===== config.mk =====
export PLATFORM = sky130hd
export DESIGN_NAME = instr_fetch_unit_flat
export DESIGN_NICKNAME = d
export VERILOG_FILES = /design/src/rtl/instr_fetch_unit_if.sv /design/src/rtl/instr_fetch_unit.sv /design/src/flat_wrapper.sv
export SDC_FILE = /design/constraint.sdc
export NUM_CORES = 1
export LEC_CHECK = 0
export CORE_MARGIN = 1.5
export CORE_UTILIZATION = 47
export CTS_CLUSTER_SIZE = 20
export DETAILED_ROUTE_END_ITERATION = 16
export PLACE_DENSITY = 0.87
export SYNTH_ARGS = -nofsm -noshare
export SYNTH_HDL_FRONTEND = slang
export SYNTH_SLANG_ARGS = --single-unit

===== constraint.sdc =====
create_clock -name clk -period 5.3 [get_ports clk]
set_clock_uncertainty 0.05 [all_clocks]
set_input_delay 1.06 -clock clk [delete_from_list [all_inputs] [get_ports clk]]
set_output_delay 1.06 -clock clk [all_outputs]
set_load 0.005 [all_outputs]

===== src/rtl/instr_fetch_unit_if.sv =====
// Fetch-stage bus bundle: instruction-memory handshake plus the held
// instruction / retire handshake towards the control unit.
interface instr_fetch_unit_if;
  // instruction memory side
  logic        imem_req;
  logic [31:0] imem_addr;
  logic        imem_ready;
  logic        imem_rvalid;
  logic [31:0] imem_rdata;
  // core / decoder side
  logic        instr_valid;
  logic [31:0] instr;
  logic [31:0] instr_pc;
  logic [31:0] pc_plus4;
  logic [6:0]  opcode;
  logic [2:0]  func3;
  logic        func7_5;
  logic        instr_ready;
  logic        pc_src;
  logic [31:0] pc_target;

  // the fetch unit drives requests and the held instruction
  modport master (
    output imem_req, imem_addr,
    input  imem_ready, imem_rvalid, imem_rdata,
    output instr_valid, instr, instr_pc, pc_plus4, opcode, func3, func7_5,
    input  instr_ready, pc_src, pc_target
  );

  // memory model and core see the mirror image
  modport slave (
    input  imem_req, imem_addr,
    output imem_ready, imem_rvalid, imem_rdata,
    input  instr_valid, instr, instr_pc, pc_plus4, opcode, func3, func7_5,
    output instr_ready, pc_src, pc_target
  );
endinterface


===== src/rtl/instr_fetch_unit.sv =====
// Instruction fetch stage: owns the PC, fetches one word at a time, holds it
// for the decoder until retire, then picks the next PC and counts retires.
module instr_fetch_unit #(
  parameter logic [31:0] RESET_PC  = 32'h0000_0000,
  parameter logic [31:0] NOP_INSTR = 32'h0000_0013
) (
  input  logic                       clk,
  input  logic                       rst,
  instr_fetch_unit_if.master         bus,
  output logic                       misalign_err,
  output logic [31:0]                instret
);

  typedef enum logic [1:0] {
    S_REQ  = 2'd0,
    S_WAIT = 2'd1,
    S_HOLD = 2'd2,
    S_ERR  = 2'd3
  } state_t;

  state_t      state_q, state_d;
  logic [31:0] fetch_pc_q, fetch_pc_d;
  logic [31:0] instr_q, instr_d;
  logic [31:0] instr_pc_q, instr_pc_d;
  logic        instr_valid_q, instr_valid_d;
  logic        misalign_q, misalign_d;
  logic [31:0] instret_q, instret_d;
  logic [31:0] next_pc;

  // Next-state and datapath updates; every register holds unless its state acts.
  always_comb begin
    state_d       = state_q;
    fetch_pc_d    = fetch_pc_q;
    instr_d       = instr_q;
    instr_pc_d    = instr_pc_q;
    instr_valid_d = instr_valid_q;
    misalign_d    = misalign_q;
    instret_d     = instret_q;
    next_pc       = bus.pc_src ? bus.pc_target : (instr_pc_q + 32'd4);

    case (state_q)
      S_REQ: begin
        // address is fetch_pc_q and stays put until memory accepts
        if (bus.imem_ready) begin
          state_d = S_WAIT;
        end
      end
      S_WAIT: begin
        if (bus.imem_rvalid) begin
          instr_d       = bus.imem_rdata;
          instr_pc_d    = fetch_pc_q;
          instr_valid_d = 1'b1;
          state_d       = S_HOLD;
        end
      end
      S_HOLD: begin
        if (bus.instr_ready) begin
          instret_d     = instret_q + 32'd1;
          instr_valid_d = 1'b0;
          instr_d       = NOP_INSTR;
          if (bus.pc_src && (bus.pc_target[1:0] != 2'b00)) begin
            // a misaligned taken target stops fetching until reset
            misalign_d = 1'b1;
            state_d    = S_ERR;
          end else begin
            fetch_pc_d = next_pc;
            state_d    = S_REQ;
          end
        end
      end
      default: begin
        // S_ERR: terminal, nothing moves
        state_d = S_ERR;
      end
    endcase
  end

  // State register; reset overrides any simultaneous retire or response.
  always_ff @(posedge clk) begin
    if (rst) begin
      state_q       <= S_REQ;
      fetch_pc_q    <= RESET_PC;
      instr_q       <= NOP_INSTR;
      instr_pc_q    <= RESET_PC;
      instr_valid_q <= 1'b0;
      misalign_q    <= 1'b0;
      instret_q     <= 32'd0;
    end else begin
      state_q       <= state_d;
      fetch_pc_q    <= fetch_pc_d;
      instr_q       <= instr_d;
      instr_pc_q    <= instr_pc_d;
      instr_valid_q <= instr_valid_d;
      misalign_q    <= misalign_d;
      instret_q     <= instret_d;
    end
  end

  // Request is suppressed while reset is held so the first request lands in
  // the first cycle after reset drops.
  assign bus.imem_req    = (state_q == S_REQ) && !rst;
  assign bus.imem_addr   = fetch_pc_q;
  assign bus.instr_valid = instr_valid_q;
  assign bus.instr       = instr_q;
  assign bus.instr_pc    = instr_pc_q;
  assign bus.pc_plus4    = instr_pc_q + 32'd4;
  assign bus.opcode      = instr_q[6:0];
  assign bus.func3       = instr_q[14:12];
  assign bus.func7_5     = instr_q[30];
  assign misalign_err    = misalign_q;
  assign instret         = instret_q;

endmodule


===== src/flat_wrapper.sv =====
// flat-port wrapper written by rule: the top's interface ports become plain ports
module instr_fetch_unit_flat 
#(
  parameter logic [31:0] RESET_PC  = 32'h0000_0000,
  parameter logic [31:0] NOP_INSTR = 32'h0000_0013
)
  (clk, rst, misalign_err, instret, bus_imem_req, bus_imem_addr, bus_imem_ready, bus_imem_rvalid, bus_imem_rdata, bus_instr_valid, bus_instr, bus_instr_pc, bus_pc_plus4, bus_opcode, bus_func3, bus_func7_5, bus_instr_ready, bus_pc_src, bus_pc_target);
  instr_fetch_unit_if bus_i ();
  input  logic clk;
  input  logic rst;
  output logic misalign_err;
  output logic [31:0] instret;
  output wire logic [$bits(bus_i.imem_req)-1:0] bus_imem_req;
  output wire logic [$bits(bus_i.imem_addr)-1:0] bus_imem_addr;
  input wire logic [$bits(bus_i.imem_ready)-1:0] bus_imem_ready;
  input wire logic [$bits(bus_i.imem_rvalid)-1:0] bus_imem_rvalid;
  input wire logic [$bits(bus_i.imem_rdata)-1:0] bus_imem_rdata;
  output wire logic [$bits(bus_i.instr_valid)-1:0] bus_instr_valid;
  output wire logic [$bits(bus_i.instr)-1:0] bus_instr;
  output wire logic [$bits(bus_i.instr_pc)-1:0] bus_instr_pc;
  output wire logic [$bits(bus_i.pc_plus4)-1:0] bus_pc_plus4;
  output wire logic [$bits(bus_i.opcode)-1:0] bus_opcode;
  output wire logic [$bits(bus_i.func3)-1:0] bus_func3;
  output wire logic [$bits(bus_i.func7_5)-1:0] bus_func7_5;
  input wire logic [$bits(bus_i.instr_ready)-1:0] bus_instr_ready;
  input wire logic [$bits(bus_i.pc_src)-1:0] bus_pc_src;
  input wire logic [$bits(bus_i.pc_target)-1:0] bus_pc_target;
  assign bus_imem_req = bus_i.imem_req;
  assign bus_imem_addr = bus_i.imem_addr;
  assign bus_i.imem_ready = bus_imem_ready;
  assign bus_i.imem_rvalid = bus_imem_rvalid;
  assign bus_i.imem_rdata = bus_imem_rdata;
  assign bus_instr_valid = bus_i.instr_valid;
  assign bus_instr = bus_i.instr;
  assign bus_instr_pc = bus_i.instr_pc;
  assign bus_pc_plus4 = bus_i.pc_plus4;
  assign bus_opcode = bus_i.opcode;
  assign bus_func3 = bus_i.func3;
  assign bus_func7_5 = bus_i.func7_5;
  assign bus_i.instr_ready = bus_instr_ready;
  assign bus_i.pc_src = bus_pc_src;
  assign bus_i.pc_target = bus_pc_target;
  instr_fetch_unit #(.RESET_PC(RESET_PC), .NOP_INSTR(NOP_INSTR)) u_core (.clk(clk), .rst(rst), .bus(bus_i), .misalign_err(misalign_err), .instret(instret));
endmodule

==> results of run 1 <==
[per-layer routing]
| metal | wire (um) | vias to the layer above |
|---|---|---|
| met2 | 8900 | 247 |
| met5 | 0 | - |
| met1 | 7410 | 2836 |
| met3 | 1360 | 29 |
| li1 | - | 2867 |
| met4 | 323 | 0 |
[critical path: stages (launching register included)]
cell and delay, ns:
dfxtp_1 0.47, ha_1 0.27, nand4_1 0.28, nor3_2 0.44
nand4_1 0.19, xnor2_1 0.30, clkdlybuf4s50_1 0.56
[through the flow]
stage	cell area (um2)	std cells	hold WS, ns	power (W)
finish	8890	1097	0.401	0.00236
global route	8890	1097	0.438	0.00245
CTS	8890	1097	0.406	0.00238
detailed placement	8310	1066	0.398	0.00124
global placement	8310	1066	0.391	0.00124
floorplan	5900	708	0.403	0.00113
[cells by family after synthesis]
group | count (synthesis)
AND/OR/NAND/NOR | 299
AO/OA/AOI/OAI | 149
flip-flops | 132
buffers and inverters | 72
XOR/XNOR | 53
adder cells (fa/ha/maj) | 2
multiplexers | 1
[state kept, by name, indices dropped and copies added (netlist names)]
name / cells
u_core.bus.imem_addr: 32
u_core.bus.instr: 32
u_core.bus.instr_pc: 32
u_core.instret: 32
u_core.state_q: 2
u_core.bus.instr_valid: 1
u_core.misalign_err: 1
[final cells by class]
cell class                      instances  area share
Clock buffer                           22      0.0534
Inverter                               12     0.00507
Multi-Input combinational cell        504       0.330
Clock inverter                          9      0.0117
Sequential cell                       132       0.297
Timing Repair Buffer                  250       0.279
Tap cell                              168      0.0236
[how the worst min path moves through the flow]
stage / start / endpoint / slack (ns)
final: u_core.bus.instr_valid / u_core.bus.instr_valid / 0.40
after global routing: u_core.bus.imem_addr[6] / u_core.bus.imem_addr[6] / 0.44
after CTS: u_core.bus.instr_valid / u_core.bus.instr_valid / 0.41
after detailed placement: u_core.bus.instr_valid / u_core.bus.instr_valid / 0.40
after global placement: u_core.bus.instr_valid / u_core.bus.instr_valid / 0.39
after floorplan: u_core.bus.instr_valid / u_core.bus.instr_valid / 0.40
[power by group through the flow]
stage / registers [W] / clock network, W / logic [W]
after floorplan: 0.00104 / 0 / 0.0000863
after global placement: 0.00105 / 0 / 0.000195
after detailed placement: 0.00105 / 0 / 0.000196
after CTS: 0.00103 / 0.00116 / 0.000198
after global routing: 0.00103 / 0.00121 / 0.000213
final: 0.00103 / 0.00114 / 0.000197
[placed cells by master, fill, tap and decap left out, types with 10 or more instances in the layout]
cell / synthesis / layout
o2bb2ai_1: 10 / 10
nand2_1: 103 / 103
nand3_1: 19 / 19
a21oi_1: 69 / 69
xor2_1: 28 / 28
nand2b_1: 12 / 12
a22oi_1: 30 / 30
o211ai_1: 10 / 10
inv_1: 12 / 12
clkbuf_16: 0 / 17
nand4_1: 22 / 22
xnor2_1: 25 / 25
nor2_1: 74 / 71
and3_1: 18 / 18
dfxtp_1: 132 / 132
o21ai_0: 15 / 15
clkdlybuf4s50_1: 0 / 241
==> results by stage, run 1 <==
Cells and area:
- The area growth from synthesis to final layout is 50.7%.
- The total area of multi-input combinational cells is 0.00294 mm2.
- The proportion of layout cells with a drive suffix above 1 is 0.0592.
- The final core utilization is 0.734.
- At the end of the flow, the number of nets in the layout was 989.
- Counting the fill cells in the layout gives a little over 900.
- The count of inserted antenna diode cells is 0.
- The sequential cell area in the final layout is 0.00264 mm2.

Synth:
- The cell type with the largest total area after synthesis is dfxtp_1.
- The most used flip-flop cell after synthesis is dfxtp_1.
- The count of unique library cells instantiated by Yosys is between 40 and 50.
- The proportion of synthesized chip area in sequential cells is 0.448.
- The post-synthesis sequential element count is between 100 and 150.
- dfxtp_1 is the most common cell in the netlist.
- Each instance of the synthesized netlist takes up on average 8.33 um2.
- After synthesis the cells add up to roughly 0.0059 mm2.
- The basic-gate share of the synthesized area counting and, or, nand and nor cells is 0.254.
- Counting flops with a built-in enable in the synthesized netlist gives 0.
- Sorting the synthesized cells by area gives the leading types as dfxtp_1 (45%), nand2_1 (6.6%), a21oi_1 (5.9%), nor2_1 (4.7%), xor2_1 (4.2%).
- The area share of the leading cell type in the synthesized netlist is 0.448.
- The number of warnings printed during yosys synthesis is 0.
- After synthesis, the most frequently instantiated cells are dfxtp_1 (132), nand2_1 (103), nor2_1 (74).
- The cell count after synthesis came out at slightly above 700.
- The number of nets in the synthesized netlist is 780.
- The xor and xnor area share after synthesis is 0.0787.
- The share of flip-flops with an asynchronous set or reset after synthesis is 0.
- The multiplexer share of the synthesized area is 0.00170.
- The fraction of the mapped netlist area in adder cells is 0.00424.
- The complex-gate fraction of the synthesized area came to 0.157.
- The combinational family with the most area after synthesis is simple AND/OR/NAND/NOR gates.

Place:
- Detailed placement finished with a half-perimeter wire length of approximately 12000 um.
- Port buffering added ~240 buffers.
- The routability congestion estimate from global placement is 0.833.
- The worst slack at placement is roughly 1.5 ns.

Worst setup path:
- The reg-to-reg critical path endpoint is u_core.instret[27].
- The capturing instance or port of the critical path is bus_pc_plus4[28].
- The kind of launch point of the worst setup path is a flip-flop.
- For the worst flop-to-flop path, the logic depth is 6.
- The highest fanout seen on the critical path is 7.
- Data on the critical path is required at its endpoint by 4.19 ns.
- The data arrival at the endpoint of the critical path is 2.93 ns.
- The worst register-to-register path has a setup slack of 2.49 ns.
- The worst setup path is of the reg -> out kind.
- The worst flop-to-flop path startpoint is u_core.state_q[1].
- The worst setup path is captured at an output port.
- The critical path launch point is u_core.bus.instr_pc[2].

Clock tree:
- The TritonCTS clock tree is done.
- The post-cts hold buffer count is 0.
- After clock tree synthesis, the clock-pin slew on the worst setup and hold paths is 0.06 ns.
- The number of H-tree levels is 4.
- For this design, the sink count on the clock tree is 132.
- Clock tree synthesis inserted a total of 17 buffers.
- After clock tree synthesis, the setup repair step added 0 buffers.
- In this run the deepest clock path goes through 2 buffers.
- The clock reaches the later pin of the worst-skew pair after 0.41 ns.
- The number of gates resized after cts is 0.
- CTS placed an instance of clkbuf_16 at the clock tree root.

Pwr:
- The power share of the sequential group is 0.434.
- The internal power of the cells is 0.00184 W.
- The fraction of power spent switching nets is 0.222.
- VDD sags by at most 0.174 mV.
- In this run the power density over the cells is 266 mW/mm2.
- The analysis attributes to net switching a power of approximately 0.00052 W.
- The combinational group share of total power is 0.083.
- The analysis attributes to cell leakage a power of around 3.1 nW.
- The clock power share is 0.483.

GRT:
- The met3 global-route usage is 0.0775.
- For this run the aggregate overflow at the end of global routing stands at 0.
- The met1 demand-to-capacity share in global routing is 0.317.
- The met2 demand-to-capacity share in global routing is 0.471.
- Entering global routing, the biggest net connects between 70 and 80 pins.
- The number of global-route vias before repair was 5667.
- The first global-routing pass estimated 28200 um of wire.
- The initial antenna violation count is 0.
- After global routing, the most crowded layer is met2.
- The overall global routing resource usage is 0.270.

Run status:
- The run finished with clean final reports.

STA:
- The maximum frequency from static timing analysis is between 200 and 250 MHz.
- The count of pins over their slew limit is 0.
- Setup repair after global routing left no endpoint under its margin.
- Setup slack closes at 1.26 ns.
- The final critical-path required period is 4.04 ns.
- For the final routed database, the setup TNS stands at 0 ns.
- The slew at the pin closest to its max-slew limit is ~0.99 ns.
- The count of final hold-check violations is 0.
- The post-route fraction of the period consumed by the critical path is 0.762.
- Headroom to the max-slew limit came out at 0.340.
- Setup violations remaining at the end of the flow were counted as 0.

Routing:
- The first routing iteration left ~400 violations.
- The final wirelength is 18000 um.
- The per-cell via count in the routed design is 5.45.
- The final routed wire length divided by cell count is 16.4 um.
- The number of nets with antenna violations after detailed routing is 0.
- Before antenna repair, the detailed router went through 5 iterations.
- The count of unresolved DRC violations after routing is 0.
- The final route contains 5979 vias.

Floorplanning:
- The overall die area is ~0.013 mm2.
- After floorplanning, the core was divided into 40 placement rows.
- The core region is between 0.01 and 0.015 mm2.
- The floorplan die height is about 120 um.
- For this design the top-level I/O count stands at ~240.
- The effective utilization at floorplan is 0.487.
- The floorplan step set the die width to 115 um.

Worst hold path:
- The worst hold path belongs to the class reg -> reg.
- The depth of the worst hold-timing path is 2.

Job:
- The max-cap check violation count is 0.
(Power assumes the default switching activity.)
==> inputs of run 2 (changes only) <==
--- a/config.mk
+++ b/config.mk
@@ -6,10 +6,10 @@
 export NUM_CORES = 1
 export LEC_CHECK = 0
 export CORE_MARGIN = 1.5
-export CORE_UTILIZATION = 47
+export CORE_UTILIZATION = 43
 export CTS_CLUSTER_SIZE = 20
 export DETAILED_ROUTE_END_ITERATION = 16
-export PLACE_DENSITY = 0.87
+export PLACE_DENSITY = 0.8
 export SYNTH_ARGS = -nofsm -noshare
 export SYNTH_HDL_FRONTEND = slang
 export SYNTH_SLANG_ARGS = --single-unit
==> constraint.sdc (replaced) <==
create_clock -name clk -period 3.9 [get_ports clk]
set_clock_uncertainty 0.05 [all_clocks]
set_input_delay 0.78 -clock clk [delete_from_list [all_inputs] [get_ports clk]]
set_output_delay 0.78 -clock clk [all_outputs]
set_load 0.005 [all_outputs]
==> results by stage, run 2 (synthesis results as in run 1) <==
Routing:
- The count of unresolved DRC violations after routing is 0 (unchanged).
- The via count is 5842 (-2.3%).
- The final wirelength is 18000 um (+0.27%).
- The number of violations reported at the end of detailed-routing iteration 0 is 346 (-13%).
- The final routed wire length divided by cell count is 16.3 um (-0.72%).
- The per-cell via count in the routed design is 5.27 (-3.3%).
- The number of nets with antenna violations after detailed routing was 0 (unchanged).
- The count of TritonRoute iterations in the first routing pass was 5 (unchanged).

STA:
- The slew at the pin closest to its max-slew limit is 0.976 ns (-0.0113 ns).
- The count of pins over their slew limit was 0 (unchanged).
- The setup TNS after final layout is 0 ns (unchanged).
- Timing would allow up to 273 MHz.
- The worst max-slew margin expressed relative to the limit was 0.350 (+0.00997).
- The count of final hold-check violations is 0 (unchanged).
- The setup violation total in the final timing report is 0 (unchanged).
- The worst path needs 3.66 ns of the cycle, external delays included.
- The post-route fraction of the period consumed by the critical path is 0.939.
- The worst hold slack across all endpoints was 0.415 ns (+0.0141 ns).
- Setup repair after global routing left no endpoint under its margin.

Worst setup path:
- The kind of critical path is reg -> out.
- The worst register-to-register path begins at u_core.instret[5].
- The kind of launch point of the worst setup path is a flip-flop.
- The number of cell instances on the worst register-to-register path is 5 (-1).
- The setup slack of the worst register-to-register path is 1.64 ns (-0.85 ns).
- The worst setup path is captured at an output port.
- The highest fanout seen on the critical path is 7 (unchanged).
- The data arrival at the endpoint of the critical path came to 2.83 ns (-0.10 ns).
- The required time at the worst-slack endpoint is 3.07 ns (-1.12 ns).
- The worst register-to-register path ends at u_core.instret[28].

Cells and area:
- The count of inserted antenna diode cells is 0 (unchanged).
- The library cell used most frequently in the layout, excluding fill and tap cells, is clkdlybuf4s50_1.
- From synthesis to final layout, the design area changed by 51.7%.
- The proportion of layout cells with a drive suffix above 1 is 0.0601 (+0.000882).
- In the layout the commonest cells are clkdlybuf4s50_1 (241), dfxtp_1 (132), nand2_1 (103), nor2_1 (71), a21oi_1 (69).
- The number of nets in the layout came to 993 (+0.40%).
- The count of filler cells inserted in the layout is 1095 (+19%).

Clock tree:
- The number of buffers inserted to repair setup after CTS is 0 (unchanged).
- The number of CTS-inserted buffers is 17 (unchanged).
- The post-cts hold buffer count is 0 (unchanged).
- The number of H-tree levels is 4 (unchanged).
- TritonCTS built the clock tree.
- The number of gates resized after cts is 0 (unchanged).
- The maximum clock path buffer count is 2 (unchanged).
- The clock latency on the worst-skew pair is 0.41 ns (about the same).
- The clock transition at the register clock pins on the worst setup and hold paths after CTS is 0.05 ns (about the same).
- The count of clock tree sinks is 132 (unchanged).
- The root buffer cell chosen for the clock tree is clkbuf_16.

GRT:
- The number of global-route vias before repair is 5335 (-5.9%).
- The overall global routing resource usage is 0.246 (-0.0238).
- The global-route congestion overflow total came to 0 (unchanged).
- The wire length of the first global-routing pass is 28000 um (-0.91%).
- The maximum number of pins on one net before global-route repair is 93 (+21%).
- The initial antenna violation count is 0 (unchanged).

Place:
- The number of port buffers is 243 (unchanged).
- The routability congestion estimate from global placement was 0.847 (+1.6%).
- The final HPWL from detailed placement is 12500 um (+2.7%).

Floorplanning:
- The floorplan die height was 120 um (+4.4%).
- The area of the core came to 0.0133 mm2 (+9.8%).
- The number of cell rows is 42 (+5.0%).
- The effective utilization at floorplan is 0.444 (-0.0434).
- The overall die area is 0.0144 mm2 (+9.1%).
- The horizontal die dimension is 120 um (+4.4%).
- The number of primary I/O pins is 244 (unchanged).

Worst hold path:
- The worst hold path terminates at u_core.bus.instr_valid.
- The worst hold path begins at u_core.bus.instr_valid.
- The depth of the worst hold-timing path is 2 (unchanged).
- The type of the worst min-delay path is reg -> reg.

Pwr:
- The power density normalized to cell area is 362 mW/mm2 (+36%).
- The leakage power summed over all cells is 3.17 nW (+1.4%).
- The worst IR drop on VDD is 0.246 mV (+41%).

Run status:
- The run finished with clean final reports.

Job:
- The max-cap check violation count was 0 (unchanged).
-- run 2: changes by cell type in the layout (fill, tap and decap cells not counted) --
cell	previous run	this run
nor3_4	0	1
clkinv_4	1	0
buf_4	8	11
clkinv_2	4	2
clkbuf_8	3	5
clkbuf_1	2	4
nor3_2	2	1
buf_12	0	1
clkinvlp_4	2	0
-- run 2: layer usage --
metal,track usage,share of wire,vias to the layer above
met1,0.310,0.44,2747
met2,0.406,0.48,203
met5,0,0,-
met4,0.0871,0.019,0
met3,0.0623,0.066,26
li1,-,-,2866
-- run 2: cell type report --
type	instances	area, um2	share of cell area
clock inverters	4	70.1	0.00783
clock buffers	26	509	0.0569
inverters	12	45.0	0.00503
well taps	176	220	0.0246
flip-flops and latches	132	2640	0.295
multi-input cells	504	2940	0.329
repair buffers	254	2520	0.282
-- run 2: worst max-delay path by stage --
stage / startpoint / endpoint / slack, ns / depth (start not counted)
2_1_floorplan: u_core.bus.instr_pc[2] / bus_pc_plus4[18] / 1.57 / 6
3_3_place_gp: u_core.bus.instr_pc[2] / bus_pc_plus4[30] / 0.73 / 6
3_5_place_dp: u_core.bus.instr_pc[2] / bus_pc_plus4[20] / 0.64 / 6
4_1_cts: u_core.bus.instr_pc[2] / bus_pc_plus4[20] / 0.17 / 6
5_1_grt: u_core.bus.instr_pc[7] / bus_pc_plus4[31] / 0.07 / 5
6_report: u_core.bus.instr_pc[2] / bus_pc_plus4[20] / 0.24 / 6
-- run 2: worst max-delay path, cell delays in order (launching register included) --
cell	delay, ns
dfxtp_1	0.44
ha_1	0.27
nand4_1	0.31
nor3_4	0.43
nand4_1	0.18
xnor2_1	0.24
clkdlybuf4s50_1	0.55
-- run 2: stage by stage --
| step | cell area (um2) | instances | power, W | setup WS [ns] | util |
|---|---|---|---|---|---|
| detailed placement | 8360 | 1078 | 0.00169 | 0.637 | 0.629 |
| global route | 8950 | 1108 | 0.00335 | 0.0726 | 0.673 |
| global placement | 8360 | 1078 | 0.00169 | 0.728 | 0.629 |
| finish | 8950 | 1108 | 0.00324 | 0.239 | 0.673 |
| floorplan | 5900 | 708 | 0.00154 | 1.57 | - |
| CTS | 8940 | 1108 | 0.00326 | 0.168 | 0.673 |
-- run 2: power by group --
group / internal, W / switching (W)
Sequential: 0.00137 / 0.0000198
Clock: 0.00102 / 0.000557
Combinational: 0.000146 / 0.000123
